`config.mk`:
```
export PLATFORM = sky130hd
export DESIGN_NAME = icache_line_fill
export DESIGN_NICKNAME = d
export VERILOG_FILES = /design/src/rtl/icache_pkg.sv /design/src/rtl/icache_line_fill.sv
export SDC_FILE = /design/constraint.sdc
export NUM_CORES = 1
export LEC_CHECK = 0
export CAP_MARGIN = 0
export CORE_UTILIZATION = 48
export CTS_CLUSTER_SIZE = 12
export DETAILED_ROUTE_END_ITERATION = 7
export PLACE_DENSITY_LB_ADDON = 0.05
export SLEW_MARGIN = 40
export SYNTH_ARGS = -nofsm -noshare
export SYNTH_HDL_FRONTEND = slang
export SYNTH_SLANG_ARGS = --single-unit
```
`constraint.sdc`:
```
create_clock -name clk_i -period 8.5 [get_ports clk_i]
set_clock_uncertainty 0.2 [all_clocks]
set_input_delay 2.125 -clock clk_i [delete_from_list [all_inputs] [get_ports clk_i]]
set_output_delay 2.125 -clock clk_i [all_outputs]
set_load 0.01 [all_outputs]
```
`src/rtl/icache_pkg.sv`:
```
// Shared types and helpers for the instruction-cache line-fill engine.
package icache_pkg;

   typedef enum logic [1:0] {
      ST_IDLE  = 2'd0,
      ST_ISSUE = 2'd1,
      ST_DRAIN = 2'd2,
      ST_DONE  = 2'd3
   } fill_state_e;

   // Widest line offset any configuration may need; the engine casts down to OFF_W.
   localparam int LINE_OFF_MAX_W = 16;

   typedef logic [LINE_OFF_MAX_W-1:0] line_off_t;

   function automatic int off_w(input int words);
      int w;
      w = 0;
      for (int i = 0; i < 31; i++) begin
         if ((1 << i) < words) w = i + 1;
      end
      return w;
   endfunction

   function automatic line_off_t wrap_off(input line_off_t start, input line_off_t cnt,
                                          input int words);
      line_off_t sum;
      sum = start + cnt;
      return sum & line_off_t'(words - 1);
   endfunction

endpackage

```
`src/rtl/icache_line_fill.sv`:
```
// Cache-line fill engine: issues one line of pipelined Wishbone reads and places words by echoed tag.
// Define ICACHE_CRITICAL_WORD_FIRST_EN to start at the missing word and drive crit_valid_o/crit_data_o.
module icache_line_fill
   import icache_pkg::*;
#(
   parameter int DATA_WIDTH      = 32,
   parameter int WORD_WIDTH      = 8,
   parameter int ADDR_WIDTH      = 3,
   parameter int WORDS_PER_LINE  = 4,
   parameter int MAX_OUTSTANDING = 4
) (
   input  logic                                 clk_i,
   input  logic                                 rst_ni,
   input  logic                                 req_valid_i,
   output logic                                 req_ready_o,
   input  logic [ADDR_WIDTH-1:0]                req_addr_i,
   output logic                                 fill_valid_o,
   input  logic                                 fill_ready_i,
   output logic [ADDR_WIDTH-1:0]                fill_base_o,
   output logic [DATA_WIDTH*WORDS_PER_LINE-1:0] fill_line_o,
   output logic                                 fill_err_o,
   output logic                                 crit_valid_o,
   output logic [DATA_WIDTH-1:0]                crit_data_o,
   output logic                                 wb_cyc_o,
   output logic                                 wb_stb_o,
   output logic                                 wb_we_o,
   output logic [ADDR_WIDTH-1:0]                wb_adr_o,
   output logic [DATA_WIDTH-1:0]                wb_dat_o,
   output logic [DATA_WIDTH/WORD_WIDTH-1:0]     wb_sel_o,
   input  logic [DATA_WIDTH-1:0]                wb_dat_i,
   input  logic [ADDR_WIDTH-1:0]                wb_tag_i,
   input  logic                                 wb_ack_i,
   input  logic                                 wb_stall_i
);

   localparam int                    OFF_W    = off_w(WORDS_PER_LINE);
   localparam int                    CNT_W    = off_w(MAX_OUTSTANDING + 1);
   localparam logic [ADDR_WIDTH-1:0] OFF_MASK = ADDR_WIDTH'(WORDS_PER_LINE - 1);
   localparam logic [OFF_W-1:0]      LAST_CNT = OFF_W'(WORDS_PER_LINE - 1);
   localparam logic [CNT_W-1:0]      CNT_FULL = CNT_W'(MAX_OUTSTANDING);

   fill_state_e                          r_state;
   logic                                 r_req_ready;
   logic                                 r_cyc;
   logic                                 r_fill_valid;
   logic                                 r_err;
   logic [ADDR_WIDTH-1:0]                r_base;
   logic [OFF_W-1:0]                     r_start;
   logic [OFF_W-1:0]                     r_issue_cnt;
   logic [CNT_W-1:0]                     r_outstanding;
   logic [WORDS_PER_LINE-1:0]            r_valid;
   logic [WORDS_PER_LINE-1:0]            r_issued;
   logic [DATA_WIDTH*WORDS_PER_LINE-1:0] r_line;

   logic [OFF_W-1:0]                     w_req_start;
   logic [OFF_W-1:0]                     w_issue_off;
   logic [OFF_W-1:0]                     w_ack_off;
   logic                                 w_tag_hit;
   logic                                 w_ack_ok;
   logic                                 w_ack_bad;
   logic                                 w_stb;
   logic                                 w_issue;
   logic                                 w_last_issue;
   logic                                 w_all_valid;
   logic [WORDS_PER_LINE-1:0]            w_ack_hot;
   logic [WORDS_PER_LINE-1:0]            w_issue_hot;
   logic [WORDS_PER_LINE-1:0]            w_valid_next;
   logic [CNT_W-1:0]                     w_outstanding_next;

`ifdef ICACHE_CRITICAL_WORD_FIRST_EN
   assign w_req_start = req_addr_i[OFF_W-1:0];
`else
   assign w_req_start = '0;
`endif

   assign w_issue_off = OFF_W'(wrap_off(line_off_t'(r_start), line_off_t'(r_issue_cnt),
                                        WORDS_PER_LINE));

   // An ack is ours only if it lands in this line on a slot that is in flight and not yet filled.
   assign w_ack_off    = wb_tag_i[OFF_W-1:0];
   assign w_tag_hit    = (wb_tag_i & ~OFF_MASK) == r_base;
   assign w_ack_ok     = wb_ack_i && r_cyc && w_tag_hit && r_issued[w_ack_off] && !r_valid[w_ack_off];
   assign w_ack_bad    = wb_ack_i && r_cyc && !w_ack_ok;

   assign w_stb        = (r_state == ST_ISSUE) && !((r_outstanding == CNT_FULL) && !w_ack_ok);
   assign w_issue      = w_stb && !wb_stall_i;
   assign w_last_issue = w_issue && (r_issue_cnt == LAST_CNT);

   // NOTE: every always_comb output gets a default first so no path can infer a latch.
   always_comb begin
      w_ack_hot                = '0;
      w_issue_hot              = '0;
      w_ack_hot[w_ack_off]     = w_ack_ok;
      w_issue_hot[w_issue_off] = w_issue;
   end

   assign w_valid_next = r_valid | w_ack_hot;
   assign w_all_valid  = &w_valid_next;

   always_comb begin
      w_outstanding_next = r_outstanding;
      if (w_issue && !w_ack_ok)      w_outstanding_next = r_outstanding + CNT_W'(1);
      else if (!w_issue && w_ack_ok) w_outstanding_next = r_outstanding - CNT_W'(1);
   end

   // NOTE: the line buffer is reset as well, so fill_line_o reads zero after reset or an aborted fill.
   always_ff @(posedge clk_i or negedge rst_ni) begin
      if (!rst_ni) begin
         r_state       <= ST_IDLE;
         r_req_ready   <= 1'b1;
         r_cyc         <= 1'b0;
         r_fill_valid  <= 1'b0;
         r_err         <= 1'b0;
         r_base        <= '0;
         r_start       <= '0;
         r_issue_cnt   <= '0;
         r_outstanding <= '0;
         r_valid       <= '0;
         r_issued      <= '0;
         r_line        <= '0;
      end else begin
         case (r_state)
            ST_IDLE: begin
               if (req_valid_i) begin
                  r_base        <= req_addr_i & ~OFF_MASK;
                  r_start       <= w_req_start;
                  r_issue_cnt   <= '0;
                  r_outstanding <= '0;
                  r_valid       <= '0;
                  r_issued      <= '0;
                  r_err         <= 1'b0;
                  r_req_ready   <= 1'b0;
                  r_cyc         <= 1'b1;
                  r_state       <= ST_ISSUE;
               end
            end
            ST_ISSUE, ST_DRAIN: begin
               if (w_issue) r_issue_cnt <= r_issue_cnt + OFF_W'(1);
               r_issued      <= r_issued | w_issue_hot;
               r_valid       <= w_valid_next;
               r_outstanding <= w_outstanding_next;
               if (w_ack_bad) r_err <= 1'b1;
               for (int k = 0; k < WORDS_PER_LINE; k++) begin
                  if (w_ack_hot[k]) r_line[k*DATA_WIDTH +: DATA_WIDTH] <= wb_dat_i;
               end
               if (w_all_valid) begin
                  r_cyc        <= 1'b0;
                  r_fill_valid <= 1'b1;
                  r_state      <= ST_DONE;
               end else if (w_last_issue) begin
                  r_state <= ST_DRAIN;
               end
            end
            ST_DONE: begin
               if (fill_ready_i) begin
                  r_fill_valid <= 1'b0;
                  r_req_ready  <= 1'b1;
                  r_state      <= ST_IDLE;
               end
            end
            default: r_state <= ST_IDLE;
         endcase
      end
   end

`ifdef ICACHE_CRITICAL_WORD_FIRST_EN
   logic                  r_crit_valid;
   logic [DATA_WIDTH-1:0] r_crit_data;

   always_ff @(posedge clk_i or negedge rst_ni) begin
      if (!rst_ni) begin
         r_crit_valid <= 1'b0;
         r_crit_data  <= '0;
      end else begin
         r_crit_valid <= w_ack_ok && (w_ack_off == r_start);
         if (w_ack_ok && (w_ack_off == r_start)) r_crit_data <= wb_dat_i;
      end
   end

   assign crit_valid_o = r_crit_valid;
   assign crit_data_o  = r_crit_data;
`else
   assign crit_valid_o = 1'b0;
   assign crit_data_o  = '0;
`endif

   assign req_ready_o  = r_req_ready;
   assign fill_valid_o = r_fill_valid;
   assign fill_base_o  = r_base;
   assign fill_line_o  = r_line;
   assign fill_err_o   = r_err;
   assign wb_cyc_o     = r_cyc;
   assign wb_stb_o     = w_stb;
   assign wb_we_o      = 1'b0;
   assign wb_adr_o     = r_base | ADDR_WIDTH'(w_issue_off);
   assign wb_dat_o     = '0;
   assign wb_sel_o     = '1;

endmodule

```
### Word level (Yosys, flattened, before mapping)

Cells that the tools add are included.

* add/sub/neg operators: 3
* multipliers: 0
* div/mod/pow operators: 0
* $lt $le $gt $ge: 4
* equality and inequality tests: 13
* shift-type cells: 0
* mux-type cells: 34
* bitwise operators: 5
* reductions and logical operators: 37

Operators with widths (count)
* 3-bit AND reduction: 7
* 4-bit one-hot mux with 2 select lines: 2
* 1-bit logical AND: 13
* 2-bit 2-to-1 mux: 6
* 2-bit AND reduction: 6
* 1-bit 2-to-1 mux: 11
* 2-bit inequality test, second input constant: 5
* 3-bit 2-to-1 mux: 3
* 4-bit AND: 2
* 4-bit OR: 2
* 1-bit one-hot mux with 2 select lines: 4
* 2-bit equality test, second input constant: 3
* 2-bit by 3-bit < comparator with 1-bit output, second input constant: 2
* 3-bit inequality test, second input constant: 2
* 2-bit one-hot mux with 3 select lines: 1
* 3-bit one-hot mux with 2 select lines: 1
* 2-bit nonzero test: 3
* 1-bit zero test: 5
* 1-bit binary-select mux with 2-bit select: 2
* 1-bit demux with 2-bit select: 2
* 2-bit by 1-bit greater-or-equal comparator with 1-bit output, second input constant: 2
* 4-bit 2-to-1 mux: 1
* 2-bit one-hot mux with 2 select lines: 1
* 4-bit AND reduction: 1
* other kinds (9): 9

* flip-flop bits (word level): 148
* bits in latches: 0
* RAM bits: 0
* memory bits (read-only): 0
* input port bits: 44
* output and inout port bits: 209
* word-level logic and storage cells: 110
* memories: 0

### Longest topological paths before layout

* depth in word-level cells: 14
* mapped depth: 11
* mapped depth without buffers: 11

### Worst setup path after synthesis

No wires, ideal clock.

* path type: input port to output port
* start point: input wb_tag_i[0]
* end point: output wb_stb_o
* arrival: 3.221 ns
* data required time: 6.175 ns
* path slack: 2.954 ns
* stages on the path: 4
* path buffers: 0
* path through: mux4_2 -> and4_1 -> a21bo_2 -> and2_1

* word-level cells in the longest chain between the ends: 8
* elaborated cells on any way between the ends: 11
* those cells by class: 4 x mux; 7 x reduce/logical

Ends and longest elaborated chain
* start, declared: line icache_line_fill.sv:31 `input logic [ADDR_WIDTH-1:0] wb_tag_i,`
* 1-bit binary-select mux with 2-bit select: line icache_line_fill.sv:82 `assign w_ack_ok = wb_ack_i && r_cyc && w_tag_hit && r_issued[w_ack_off] && !r_valid[w_ack_off];`
* 1-bit 2-to-1 mux (implied by the code): line icache_line_fill.sv:82
* 1-bit logical AND or 1-bit zero test (tied branches): line icache_line_fill.sv:82
* 1-bit logical AND *: line icache_line_fill.sv:82
* 1-bit zero test *: line icache_line_fill.sv:85 `assign w_stb = (r_state == ST_ISSUE) && !((r_outstanding == CNT_FULL) && !w_ack_ok);`
* 1-bit logical AND *: line icache_line_fill.sv:85
* 1-bit zero test *: line icache_line_fill.sv:85
* 1-bit logical AND *: line icache_line_fill.sv:85
* end, declared: line icache_line_fill.sv:25 `output logic wb_stb_o,`

Every way passes the cells marked *; elsewhere a longest branch is shown, timed or not. The select of a mux whose other input is x is not followed.

### Final worst setup path

Same ends and word-level chain as after synthesis.

==> results.cfg <==
[status]
status = finished clean

[detailed_routing]
wl_met2_um = 7260
wl_met1_um = 5800
drt_iter0_drc = 215
wl_met3_um = 1340
maxUsedRoutingLayer = met4
routed-via-count = 4211
avgRoutedWirePerCell_um = 17.3
post-route-drc-count = 0
dr.pass1.iters = 4
wl_um = 14800
via_per_inst = 4.94
ant_nets = 0

[global_route]
grt_pass1_wl_um = 23700
grt_usage_pct = 22.0
antenna_found_initial = 0
grt_start_max_net_pins = 77
grt_pass1_vias = 4474
overflow = 0

[synth]
syn_inst = 483
synth-main-ff-cell = dfrtp_1
ys_seq_area_share_pct = 56.1
synthAdderAreaFrac_pct = 1.82
ys_top_cells_by_area = dfrtp_1, mux2_2, buf_4, ha_1, o21ai_0
yosys_warnings = 0
synthArstFlopShare_pct = 100
synthXorXnorAreaFrac_pct = 0.265
synth_enable_flop_cells = 0
yosys.cell_count.top_type = dfrtp_1
synth_cell_types = 45
synth-simple-area-share_pct = 4.06
synthMuxAreaShare_pct = 22.8
syn_avg_cell_area_um2 = 13.7
yosysTopAreaCell = dfrtp_1
synth_top_family_by_area = multiplexers
synth_seq_cells = 148
yosysTopAreaCellShare_pct = 55.7
ys_top_cells_by_count = dfrtp_1, mux2_2, buf_4
synth_area_um2 = 6600
synth_compound_area_share_pct = 4.06

[layout]
fin_cells = 853
num_antenna_cells = 0
final_core_util_pct = 66.6
area_delta_synth_final_pct = 34.6
nNetsFinal = 717
final_cell_area_um2 = 8890
final_layout_size_suffix_gt1_share_pct = 25.4

[cts]
clock_latency_ns = 0.41
cts_setup_buffers = 0
postCtsHoldBufs = 0
cts_max_level = 4
ctsResizeCount = 0
clk_pin_slew_ns = 0.06
cts_tree = yes
clock_sinks = 148
cts_buffers = 17
cts_buffer_depth = 2
cts-root-buf = clkbuf_16

[die]
num_rows = 42
dieArea_um2 = 14200
start_util_pct = 49.4
dieWidth_um = 119
die_y_um = 119
ios = 253
coreArea_um2 = 13300

[critical_path]
r2r_slack_ns = 5.16
startpoint_type = input port
worstReg2RegStart = r_state[0]$_DFFE_PN0P_
crit_type = input port to output port
r2r_end = fill_line_o[0]$_DFFE_PN0P_
endpoint_kind = output port
arrival_ns = 4.59
ff2ff_path_depth = 6
crit_required_ns = 6.18
crit_fanout = 11

[sta]
setup_tns_ns = 0
tightestPinTransition_ns = 0.783
max_freq_mhz = 145
hold_viol_final = 0
period_share_pct = 81.3
drv_slew = 0
slew_headroom_pct = 47.8
setup_violations = 0
grt_setup_unrepaired = false
whs_ns = 0.280
fin_crit_ns = 6.91
setup_ws_ns = 1.59

[placement]
place.gp.congestion = 0.798
place_hpwl_um = 10200
dpl.cell_count = 821
port_buffers = 178
dpl-instance-area_um2 = 8250
place_ws_ns = 1.59

[hold_path]
hold_depth = 1
hold_end = fill_line_o[113]$_DFFE_PN0P_
hp-class = flip-flop to flip-flop
worstHoldStart = fill_line_o[113]$_DFFE_PN0P_

[pwr]
powerDensity_nw_per_um2 = 342
p_total_mw = 3.04
max-vdd-ir-drop_mv = 0.181
p_leak_nw = 4.09

[job]
max_cap_violations = 0
## registers in the layout, indices dropped and copies added (netlist names)
| register | count |
|---|---|
| r_issue_cnt | 2 |
| wb_cyc_o | 1 |
| fill_valid_o | 1 |
| r_outstanding | 3 |
| r_valid | 4 |
| r_issued | 4 |
| fill_base_o | 1 |
| r_state | 2 |
| req_ready_o | 1 |
| fill_line_o | 128 |
| fill_err_o | 1 |
## cell usage in the layout (no fill, tap or decap), types with 2 or more instances in the layout
cell type        Yosys  routed
o2bb2ai_1            2       2
a31o_2               2       2
dfrtp_1            147     147
clkdlybuf4s50_1      0     177
mux2_2             124     124
xnor2_1              2       2
buf_4               82       4
clkbuf_16            0      17
clkbuf_8             0       4
o21ai_0             13      13
buf_6                3       2
conb_1               2      72
nand2b_1             3       3
nand3_1              2       2
nor2_4               0       3
mux4_2               2       2
nor2_1              11      11
a41oi_1              2       2
o22a_1               4       4
a221oi_1             2       2
nor3_1               4       4
clkbuf_1             5       2
o311ai_0             2       2
mux2_1               5       5
ha_1                 8       8
clkinv_2             0       4
bufinv_16            0       4
nor2b_1              3       3
a21oi_1              9       9
inv_1                8       8
nand4_1              2       2
nand2_1             13      13
## power breakdown
group          leakage, nW  internal (mW)  total [mW]  switching, mW
sequential            1.96          0.961        1.11          0.148
combinational         1.82          0.658        1.13          0.470
clock                0.317          0.521       0.800          0.279
total                 4.09           2.14        3.04          0.897
## how the worst max path moves through the flow
stage	slack, ns	start	endpoint
after floorplan	2.95	wb_tag_i[0]	wb_stb_o
after global placement	1.64	wb_tag_i[0]	wb_stb_o
after detailed placement	1.59	wb_tag_i[0]	wb_stb_o
after CTS	1.59	wb_tag_i[0]	wb_stb_o
after global routing	1.50	wb_tag_i[0]	wb_stb_o
final	1.59	wb_tag_i[0]	wb_stb_o
## per-layer routing
layer,GRT usage (%),up-vias
li1,-,1900
met3,9.39,29
met1,25.2,2110
met4,10.1,0
met2,35.5,172
met5,0,-
## final cells by class
cell class	count	area [um2]
Fill cell	1027	4460
Sequential cell	148	3700
Timing Repair Buffer	183	1820
Tap cell	176	220
Multi-Input combinational cell	305	2470
Inverter	9	33.8
Clock inverter	9	149
Clock buffer	23	488
## logic make-up (layout without fill, tap and decap cells)
group                      count (synthesis)  in the layout
muxes                                    132            132
DFF                                      148            148
buffers and inverters                    100            224
xor gates and xnor gates                   2              2
adders and majority gates                  9              9
AOI/OAI and AO/OA                         40             40
other                                      2             72
and+or+nand+nor                           50             50
## critical path, stage by stage
cell             delay (ns)
clkdlybuf4s50_1        0.76
mux4_2                 0.57
and4_1                 0.28
a21bo_2                0.23
and2_1                 0.16
clkdlybuf4s50_1        0.47
(Power assumes the default switching activity.)
